$ cat src/rtl/qmult_rr_sched.sv
`default_nettype none
// +----------------------------------------------------------------------------+
// | qmult_rr_sched: round-robin arbiter in front of one shared Q-format        |
// | multiplier; returns tagged, optionally saturated products.  Rev 1.0        |
// +----------------------------------------------------------------------------+
module qmult_rr_sched #(
  parameter int N       = 16,
  parameter int Q       = 12,
  parameter int NREQ    = 4,
  parameter int MUL_LAT = 1,
  parameter bit SAT     = 1'b1
) (
  input  logic                      clk,
  input  logic                      rst_n,
  input  logic [NREQ-1:0]           req_valid,
  output logic [NREQ-1:0]           req_ready,
  input  logic [NREQ*N-1:0]         req_a,
  input  logic [NREQ*N-1:0]         req_b,
  output logic [N-1:0]              mul_a,
  output logic [N-1:0]              mul_b,
  input  logic [N-1:0]              mul_q,
  input  logic                      mul_ovf,
  output logic                      rsp_valid,
  input  logic                      rsp_ready,
  output logic [$clog2(NREQ)-1:0]   rsp_id,
  output logic [N-1:0]              rsp_q,
  output logic                      rsp_ovf,
  output logic                      busy
);

  localparam int IDW = $clog2(NREQ);
  localparam int LCW = (MUL_LAT > 1) ? $clog2(MUL_LAT) : 1;
  localparam logic [LCW-1:0] LAT_LAST = LCW'(MUL_LAT - 1);
  localparam logic [IDW-1:0] LAST_ID  = IDW'(NREQ - 1);

  if (NREQ < 2 || MUL_LAT < 1 || Q >= N) begin : g_bad_params
    $error("qmult_rr_sched: illegal parameter combination");
  end

  typedef enum logic [1:0] {
    S_IDLE = 2'd0,
    S_MUL  = 2'd1,
    S_RESP = 2'd2
  } state_e;

  state_e           state_q, state_d;
  logic [IDW-1:0]   rr_ptr_q, rr_ptr_d;
  logic [LCW-1:0]   lat_cnt_q, lat_cnt_d;
  logic [N-1:0]     mul_a_q, mul_a_d;
  logic [N-1:0]     mul_b_q, mul_b_d;
  logic             rsp_valid_q, rsp_valid_d;
  logic [IDW-1:0]   rsp_id_q, rsp_id_d;
  logic [N-1:0]     rsp_q_q, rsp_q_d;
  logic             rsp_ovf_q, rsp_ovf_d;

  logic             grant_vld;
  logic [IDW-1:0]   grant_idx;
  logic             prod_neg;
  logic [N-1:0]     sat_val;

  // Scan from the highest offset down so the lane closest to rr_ptr wins.
  always_comb begin
    grant_vld = 1'b0;
    grant_idx = '0;
    for (int k = NREQ - 1; k >= 0; k--) begin
      if (req_valid[(int'(rr_ptr_q) + k) % NREQ]) begin
        grant_vld = 1'b1;
        grant_idx = IDW'((int'(rr_ptr_q) + k) % NREQ);
      end
    end
  end

  always_comb begin
    req_ready = '0;
    if (state_q == S_IDLE && grant_vld) begin
      req_ready[grant_idx] = 1'b1;
    end
  end

  assign prod_neg = mul_a_q[N-1] ^ mul_b_q[N-1];
  assign sat_val  = prod_neg ? {1'b1, {(N-1){1'b0}}} : {1'b0, {(N-1){1'b1}}};

  always_comb begin
    state_d     = state_q;
    rr_ptr_d    = rr_ptr_q;
    lat_cnt_d   = lat_cnt_q;
    mul_a_d     = mul_a_q;
    mul_b_d     = mul_b_q;
    rsp_valid_d = rsp_valid_q;
    rsp_id_d    = rsp_id_q;
    rsp_q_d     = rsp_q_q;
    rsp_ovf_d   = rsp_ovf_q;
    unique case (state_q)
      // In IDLE the granted lane is always ready, so grant_vld is the handshake.
      S_IDLE: begin
        if (grant_vld) begin
          mul_a_d   = req_a[int'(grant_idx)*N +: N];
          mul_b_d   = req_b[int'(grant_idx)*N +: N];
          rsp_id_d  = grant_idx;
          lat_cnt_d = '0;
          state_d   = S_MUL;
        end
      end
      S_MUL: begin
        lat_cnt_d = lat_cnt_q + 1'b1;
        if (lat_cnt_q == LAT_LAST) begin
          rsp_q_d     = (SAT && mul_ovf) ? sat_val : mul_q;
          rsp_ovf_d   = mul_ovf;
          rsp_valid_d = 1'b1;
          state_d     = S_RESP;
        end
      end
      S_RESP: begin
        if (rsp_ready) begin
          rsp_valid_d = 1'b0;
          rr_ptr_d    = (rsp_id_q == LAST_ID) ? '0 : rsp_id_q + 1'b1;
          state_d     = S_IDLE;
        end
      end
      default: begin
        state_d = S_IDLE;
      end
    endcase
  end

  always_ff @(posedge clk or negedge rst_n) begin
    if (!rst_n) begin
      state_q     <= S_IDLE;
      rr_ptr_q    <= '0;
      lat_cnt_q   <= '0;
      mul_a_q     <= '0;
      mul_b_q     <= '0;
      rsp_valid_q <= 1'b0;
      rsp_id_q    <= '0;
      rsp_q_q     <= '0;
      rsp_ovf_q   <= 1'b0;
    end else begin
      state_q     <= state_d;
      rr_ptr_q    <= rr_ptr_d;
      lat_cnt_q   <= lat_cnt_d;
      mul_a_q     <= mul_a_d;
      mul_b_q     <= mul_b_d;
      rsp_valid_q <= rsp_valid_d;
      rsp_id_q    <= rsp_id_d;
      rsp_q_q     <= rsp_q_d;
      rsp_ovf_q   <= rsp_ovf_d;
    end
  end

  assign mul_a     = mul_a_q;
  assign mul_b     = mul_b_q;
  assign rsp_valid = rsp_valid_q;
  assign rsp_id    = rsp_id_q;
  assign rsp_q     = rsp_q_q;
  assign rsp_ovf   = rsp_ovf_q;
  assign busy      = (state_q != S_IDLE);

endmodule
`default_nettype wire

$ cat config.mk
export PLATFORM = sky130hd
export DESIGN_NAME = qmult_rr_sched
export DESIGN_NICKNAME = d
export VERILOG_FILES = /design/src/rtl/qmult_rr_sched.sv
export SDC_FILE = /design/constraint.sdc
export NUM_CORES = 1
export LEC_CHECK = 0
export ABC_AREA = 1
export CAP_MARGIN = 20
export CORE_MARGIN = 2
export CORE_UTILIZATION = 30
export DETAILED_ROUTE_END_ITERATION = 8
export PLACE_DENSITY = 0.76
export SLEW_MARGIN = 5
export SYNTH_ARGS = -nofsm -noshare
export SYNTH_HDL_FRONTEND = slang
export SYNTH_SLANG_ARGS = --single-unit
$ cat constraint.sdc
create_clock -name clk -period 3.25 [get_ports clk]
set_clock_uncertainty 0.05 [all_clocks]
set_input_delay 0.975 -clock clk [delete_from_list [all_inputs] [get_ports clk]]
set_output_delay 0.975 -clock clk [all_outputs]
set_load 0.02 [all_outputs]
==> run summary, run 1 <==
The tools report the cell chosen for the clock root as clkbuf_16. The TritonCTS buffer count was 9; the count of non-filler cells in the finished layout was 948. For the critical path required time, the log shows 2.22 ns.

In this run the vertical extent of the chip is 116.4 um. The run gives 0 as the cts-stage hold buffer count. TritonCTS built the clock tree. The run finished with clean final reports. The type of the worst setup path was in2out. The routed layout has 4317 vias. The count of nets left with antenna violations once routing finished came out at 0. The die covers 13540 um2.

The met2 wire length was 5882 um. In the detailed route, the total length drawn on met3 is 858 um. In the layout the commonest cells are clkdlybuf4s50_1, nand2_1, inv_1. The count of yosys warnings during synthesis is 0. Counting every net in the synthesized netlist gives 710. Dividing the detail-routed via count by the number of cells gives 4.554. Signal routing reaches up to met4. After detailed routing, the average wire length per cell comes to 12.79 um.

The tools report the final number of hold-violating endpoints as 0. The gate count after technology mapping was 557; the number of library cell types mapped by synthesis was 29. The tools report the maximum clock insertion buffer count as 2. Counting flops and latches in the post-synthesis netlist gives 57. The portion of the clock cycle consumed by the worst path in the final layout was 0.9586. The net switching share of the total power is 0.4677. The first global-routing pass estimated 19440 um of wire. The number of violations of the max-capacitance limit is 0. The effective utilization at floorplan was 0.3038.

A synthesized cell averages 6.800 um2. The analysis attributes to net switching a power of 3.150 mW. Setup repair after global routing left no endpoint under its margin.

The wire length the detailed router placed on met1 is 5081 um. The pre-antenna-repair detailed-routing pass consisted of 4 iterations. The minimum clock period was 3.115 ns; the utilization after layout was 0.5205.

The power density normalized to cell area was 1038 nW/um2; the largest net degree at the start of global routing was 99. Internal power comes to 3.585 mW. The run gives 0 as the number of antenna violations at the first check in global routing. The library cell used most frequently in the layout, excluding fill and tap cells, is clkdlybuf4s50_1. The logs give 191 for the number of design-rule violations left by the first detailed-router iteration and 41 for the number of placement rows.

The later pin in the worst-skew pair is clocked with a latency of 0.32 ns. 209 I/O pins were placed. The synthesis-to-finish area growth is 71.32%. The logs give 12470 um2 for the area of the core region and 0.142 for the share of power burned in the clock network. For the pin with the worst max-slew slack, the measured transition is 0.8921 ns.

Antenna diode count: 0. The floorplan step set the die width to 116.4 um. Count of final setup violators: 0.

Proportion of layout cells with a drive suffix above 1: 0.1198. Largest driver fanout on the critical path: 4. The worst register-to-register path has a depth of 18. The number of slew-limit violations in the final report came out at 0. STA classifies the critical path startpoint as an input pin. Clock transition at the registers of the reported paths: 0.05 ns. Clock tree synthesis found a total of 57 sinks. The remaining max-slew budget at the tightest pin was 0.4053; the endpoint arrival time on the critical path was 2.09 ns. The design draws 6.736 mW. The tools report the standby leakage power as 3.220 nW. The logs give 3787 um2 for the post-synthesis cell area and 919 for the placed cell count. For the maximum VDD drop, the log shows 925.1 uV. STA classifies the critical path endpoint as a primary output. For the portion of total power attributed to combinational logic, the log shows 0.662. In the routed design, unresolved DRC markers number 0. The portion of total power attributed to sequential cells came out at 0.196. The final estimated routing congestion in global placement was 0.8825; the final hold slack was 0.4285 ns. After legalization and detailed placement, the total HPWL measured 8550 um.

Port buffering added 208 buffers. In the final design database the tool counted 924 nets. The via count of the first global-routing pass was 4035; the sequential fraction of the synthesis area was 0.3766. For the overall routing resource usage, the log shows 0.1822. The final wirelength was 12130 um; the H-tree level count was 3. The worst hold path passes through 2 cells. Summed over all layers, the global routing overflow is 0. The fmax came out at 321.0 MHz. The worst min-delay path category is reg2reg.
## worst paths after layout
path | start | slack [ns] | endpoint
setup / recovery | req_valid[3] | 0.13 | req_ready[3]
hold / removal | mul_a[10]$_DFFE_PN0P_ | 0.43 | mul_a[10]$_DFFE_PN0P_
setup reg to reg | rr_ptr_q[0]$_DFFE_PN0P_ | 0.35 | mul_a[10]$_DFFE_PN0P_
hold reg to reg | mul_a[10]$_DFFE_PN0P_ | 0.43 | mul_a[10]$_DFFE_PN0P_
max in group asynchronous | rst_n | 1.76 | rsp_q[9]$_DFFE_PN0P_
min in group asynchronous | rst_n | 0.70 | mul_b[1]$_DFFE_PN0P_
## area by class of cell
class	instances	area, um2
fillers	1198	5977
multi-input cells	357	1856
flip-flops and latches	57	1428
clock inverters	6	66.31
clock buffers	10	239.0
inverters	112	422.9
well taps	172	215.2
repair buffers	234	2262
## critical path, stage by stage
cell      delay (ns)
clkbuf_2        0.10
inv_2           0.05
o21ai_4         0.16
nor2_2          0.10
nor2_2          0.13
nand3_2         0.13
nand2_4         0.13
nand2_4         0.08
nor2_4          0.10
buf_6           0.11
## sequential cells by signal, summed over array words and instances, names as in the netlist
register	flops
lat_cnt_q	1
mul_a	16
mul_b	16
rr_ptr_q	2
rsp_id	2
rsp_ovf	1
rsp_q	16
rsp_valid	1
state_q	2
## cell families (layout without fill, tap and decap cells)
family / count (synthesis) / count (layout) / synth area share
AOI/OAI and AO/OA: 42 / 42 / 0.09382
adders and majority gates: 1 / 1 / 0.003303
buffers and inverters: 143 / 362 / 0.1589
DFF: 57 / 57 / 0.3766
and+or+nand+nor: 314 / 314 / 0.3674
## synthesized netlist by cell type
| cell type | instances | area [um2] |
|---|---|---|
| or2_2 | 8 | 50.05 |
| o21ai_0 | 2 | 10.01 |
| buf_4 | 4 | 30.03 |
| a21oi_1 | 2 | 10.01 |
| o21ai_2 | 3 | 26.28 |
| nand4_1 | 1 | 6.260 |
| o31ai_1 | 2 | 15.01 |
| inv_2 | 1 | 3.750 |
| or2_1 | 2 | 12.51 |
| nor2_1 | 14 | 52.55 |
| or2_0 | 8 | 50.05 |
| nand3_1 | 99 | 495.5 |
| nand2_1 | 173 | 649.4 |
| buf_2 | 8 | 40.04 |
| inv_4 | 1 | 6.260 |
| nor3_1 | 3 | 15.01 |
| nand2_2 | 2 | 12.51 |
| nand3_2 | 1 | 10.01 |
| o211ai_1 | 17 | 127.6 |
| clkbuf_1 | 14 | 52.55 |
| a21oi_4 | 1 | 16.27 |
| nor2_4 | 1 | 11.26 |
| a221o_1 | 15 | 150.1 |
| nor2_8 | 1 | 20.02 |
| nor2_2 | 1 | 6.260 |
| ha_1 | 1 | 12.51 |
| inv_1 | 110 | 412.9 |
| buf_6 | 5 | 56.30 |
| dfrtp_1 | 57 | 1426 |
## power by group through the flow
stage / combinational [mW] / sequential, mW / clock [mW]
after detailed placement: 4.24 / 1.31 / 0
after global routing: 4.96 / 1.37 / 1.03
final: 4.46 / 1.32 / 0.959
after global placement: 4.19 / 1.31 / 0
after floorplan: 2.44 / 1.67 / 0
after CTS: 4.41 / 1.31 / 0.987
## metrics by stage
stage          instance area [um2]  TNS, ns  setup WS (ns)
6_report                      6489        0         0.1347
5_1_grt                       6489        0        0.08548
4_1_cts                       6439        0       0.003013
3_5_place_dp                  6028   -11.77        -0.8417
3_3_place_gp                  6028   -7.992        -0.7526
2_1_floorplan                 3802  -0.1286       -0.03883
## layer usage
metal,vias up,track usage
li1,2178,-
met1,1968,0.2254
met2,146,0.3019
met3,25,0.04982
met4,0,0.07222
met5,-,0
## repair_timing
action / CTS / global route
setup endpoints to repair: 4 / 19
gates resized for setup: 35 / 24
pin swaps: 11 / 12
setup buffers: 12 / 2
Note: power is estimated with default switching activity, not from simulation.
==> run 2, diff against run 1 <==
ABC_CLOCK_PERIOD_IN_PS = 3250   (was default)
GPL_TIMING_DRIVEN = 0   (was default)
PLACE_DENSITY = default   (was 0.76)
==> run 2 against run 1 <==
Final area grew 2.7%. Die area unchanged. Worst hold slack worse by 0.00094 ns. Critical path depth rose by 1. Count of clock-buffer cells in the layout is 1 lower. Utilization up 1.4 points. Sequential power barely moved. Clock power increased by 17%. Routed wire length rose by 16%. Flip-flop and latch count is the same. Critical endpoint is now req_ready[0]. Highest routed layer unchanged.
==> run summary, run 2 (synthesis gave the netlist of run 1 again) <==
The run gives 0 (unchanged) as the residual DRC count. The vias after detailed routing came out at 4446 (+3.0%). The cts-stage hold buffer count was 0 (unchanged). Die height: 116.4 um (unchanged). The power density normalized to cell area is 1094 nW/um2 (+5.4%).

The die span in x is 116.4 um (unchanged). The final setup slack of the worst path is 0.04102 ns (-0.09364 ns), and the fmax is 311.6 MHz (-2.9%). The number of slew-limit violations in the final report is 0 (unchanged).

The count of input and output buffers was 208 (unchanged); the maximum clock insertion buffer count was 2 (unchanged). The tools report the number of nets with antenna violations after detailed routing as 0 (unchanged). The number of antenna violations at the first check in global routing came out at 0 (unchanged). The die footprint is 13540 um2 (unchanged), and the power consumption is 7.288 mW (+8.2%).

The synthesis-to-finish area growth came out at 75.88%. The critical path required time came out at 2.22 ns (about the same). The slowest stage of the critical path is the nor3_4 cell. The run gives 4 (unchanged) as the first-pass iteration count of the detailed router.

Post-detailed-placement cell area: 6097 um2 (+1.1%). The run gives 432.8 uV (-53%) as the maximum VDD drop. The tools report the total congestion overflow after global routing as 0 (unchanged).

Walking the worst path, the cells encountered are buf_6 -> inv_2 -> o21ai_4 -> nand2_2 -> nand2_2 -> inv_1 -> nand2_2 -> nand2_4 -> buf_8 -> nor3_4 -> buf_6. The run gives 209 (unchanged) as the top-level port count. The final routed wire length divided by cell count was 14.62 um (+14%); the overall routing resource usage was 0.2065 (+0.02436).

Type of the worst setup path: in2out. The proportion of layout cells with a drive suffix above 1 was 0.1229 (+0.003095). The tools report the final wirelength as 14050 um (+16%).

For the clock insertion delay at the later pin of the skew report, the log shows 0.33 ns (about the same). The worst hold path belongs to the class reg2reg. The critical path launch point type is an input pin. The clock transition at the registers of the reported paths works out to 0.05 ns (about the same). The number of violations of the max-capacitance limit was 0 (unchanged); the largest net degree at the start of global routing was 58 (-41%). The largest stage delay on the critical path works out to 0.21 ns (+0.05 ns). The portion of the clock cycle consumed by the worst path in the final layout was 0.9874 (+0.02881). For the via count of the first global-routing pass, the log shows 4483 (+11%). For the wire length of the first global-routing pass, the log shows 21650 um (+11%). Most common cell after layout, fill and taps aside: clkdlybuf4s50_1. For the TritonCTS sink count, the log shows 57 (unchanged).

The post-detailed-route via-to-cell ratio works out to 4.626 (+1.6%). The most numerous cell on the critical path is nand2_2. Count of final setup violators: 0 (unchanged). The logs give 0.3038 (unchanged) for the effective utilization at floorplan and 9 (unchanged) for the TritonCTS buffer count. The top cell types in the final layout, fill and taps aside, are clkdlybuf4s50_1, nand2_1, inv_1. The final estimated routing congestion in global placement was 0.8985 (+1.8%); the area of the core region was 12470 um2 (unchanged). TritonCTS built the clock tree. Remaining max-slew budget at the tightest pin: 0.4943 (+0.08904). The root buffer cell chosen for the clock tree is clkbuf_16. The cell area after layout was 6661 um2 (+2.7%). STA classifies the critical path endpoint as a primary output.

The run finished with clean final reports. The endpoint arrival time on the critical path came out at 2.18 ns (+0.09 ns). Standby leakage power: 3.295 nW (+2.3%).

The run gives 3 (unchanged) as the H-tree level count. The slew of the pin with the lowest slew margin works out to 0.7585 ns (-0.1336 ns). The minimum clock period was 3.209 ns (+0.09364 ns); the worst setup slack after placement was -1.430 ns (-0.5880 ns). For the final number of hold-violating endpoints, the log shows 0 (unchanged). For the number of placement rows, the log shows 41 (unchanged). The total number of nets in the final design was 937 (+1.4%).

The half-perimeter wire length of the detailed placement result is 10730 um (+25%). The largest driver fanout on the critical path works out to 3 (-1). The run gives 0 (unchanged) as the antenna diode count. The filler cell count is 1214 (+1.3%), and the number of design-rule violations left by the first detailed-router iteration is 274 (+43%).
==> run 2: area by class of cell <==
cell class	instances	area [um2]	area share
Buffer	27	160.2	0.02404
Clock inverter	7	125.1	0.01878
Timing Repair Buffer	220	2173	0.3263
Tap cell	172	215.2	0.03231
Multi-Input combinational cell	357	1907	0.2863
Sequential cell	57	1428	0.2143
Inverter	112	427.9	0.06424
Clock buffer	9	225.2	0.03381
==> run 2: through the flow <==
step	TNS [ns]	util	hold WS, ns	instances
2_1_floorplan	-0.1286	-	0.4016	557
3_3_place_gp	-49.26	0.4893	0.4145	937
3_5_place_dp	-5.812	0.4891	0.4195	937
4_1_cts	0	0.5310	0.4346	961
5_1_grt	-0.02130	0.5344	0.4512	961
6_report	0	0.5344	0.4275	961
==> run 2: repair_timing <==
action,CTS,global route
resized for setup,75,13
pin swaps,19,14
buffers inserted,11,1
endpoints found under the setup margin,4,4
==> run 2: critical path, delay by kind of cell <==
family	cells	cell delay, ns
and+or+nand+nor	5	0.59
AOI/OAI and AO/OA	1	0.17
buffers and inverters	5	0.45
==> run 2: path summary, 6_finish.rpt <==
check,cells after the start,from,slack [ns],end
max,11,req_valid[1],0.04,req_ready[0]
min,2,rsp_valid$_DFFE_PN0P_,0.43,rsp_valid$_DFFE_PN0P_
max reg2reg,14,rr_ptr_q[0]$_DFFE_PN0P_,0.77,mul_a[0]$_DFFE_PN0P_
min reg2reg,2,rsp_valid$_DFFE_PN0P_,0.43,rsp_valid$_DFFE_PN0P_
max in group asynchronous,1,rst_n,1.94,rr_ptr_q[0]$_DFFE_PN0P_
min in group asynchronous,1,rst_n,0.66,mul_b[0]$_DFFE_PN0P_
==> run 2: per-layer routing <==
metal,global-route usage,wire [um],vias up
met4,0.05714,209,0
met3,0.04982,778,15
met2,0.3574,7025,147
li1,-,-,2201
met5,0,0,-
met1,0.2572,6032,2083
==> run 2: report_power, final <==
part	leakage (nW)	total, mW	switching [mW]	internal, mW
Sequential	0.690	1.33	0.239	1.09
Combinational	2.43	4.83	2.83	2.01
Clock	0.171	1.12	0.368	0.756
==> run 3, diff against run 2 <==
CAP_MARGIN = default   (was 20)
==> results of run 3 <==
No change in the layout: final DEF, timing and power equal those of run 2.
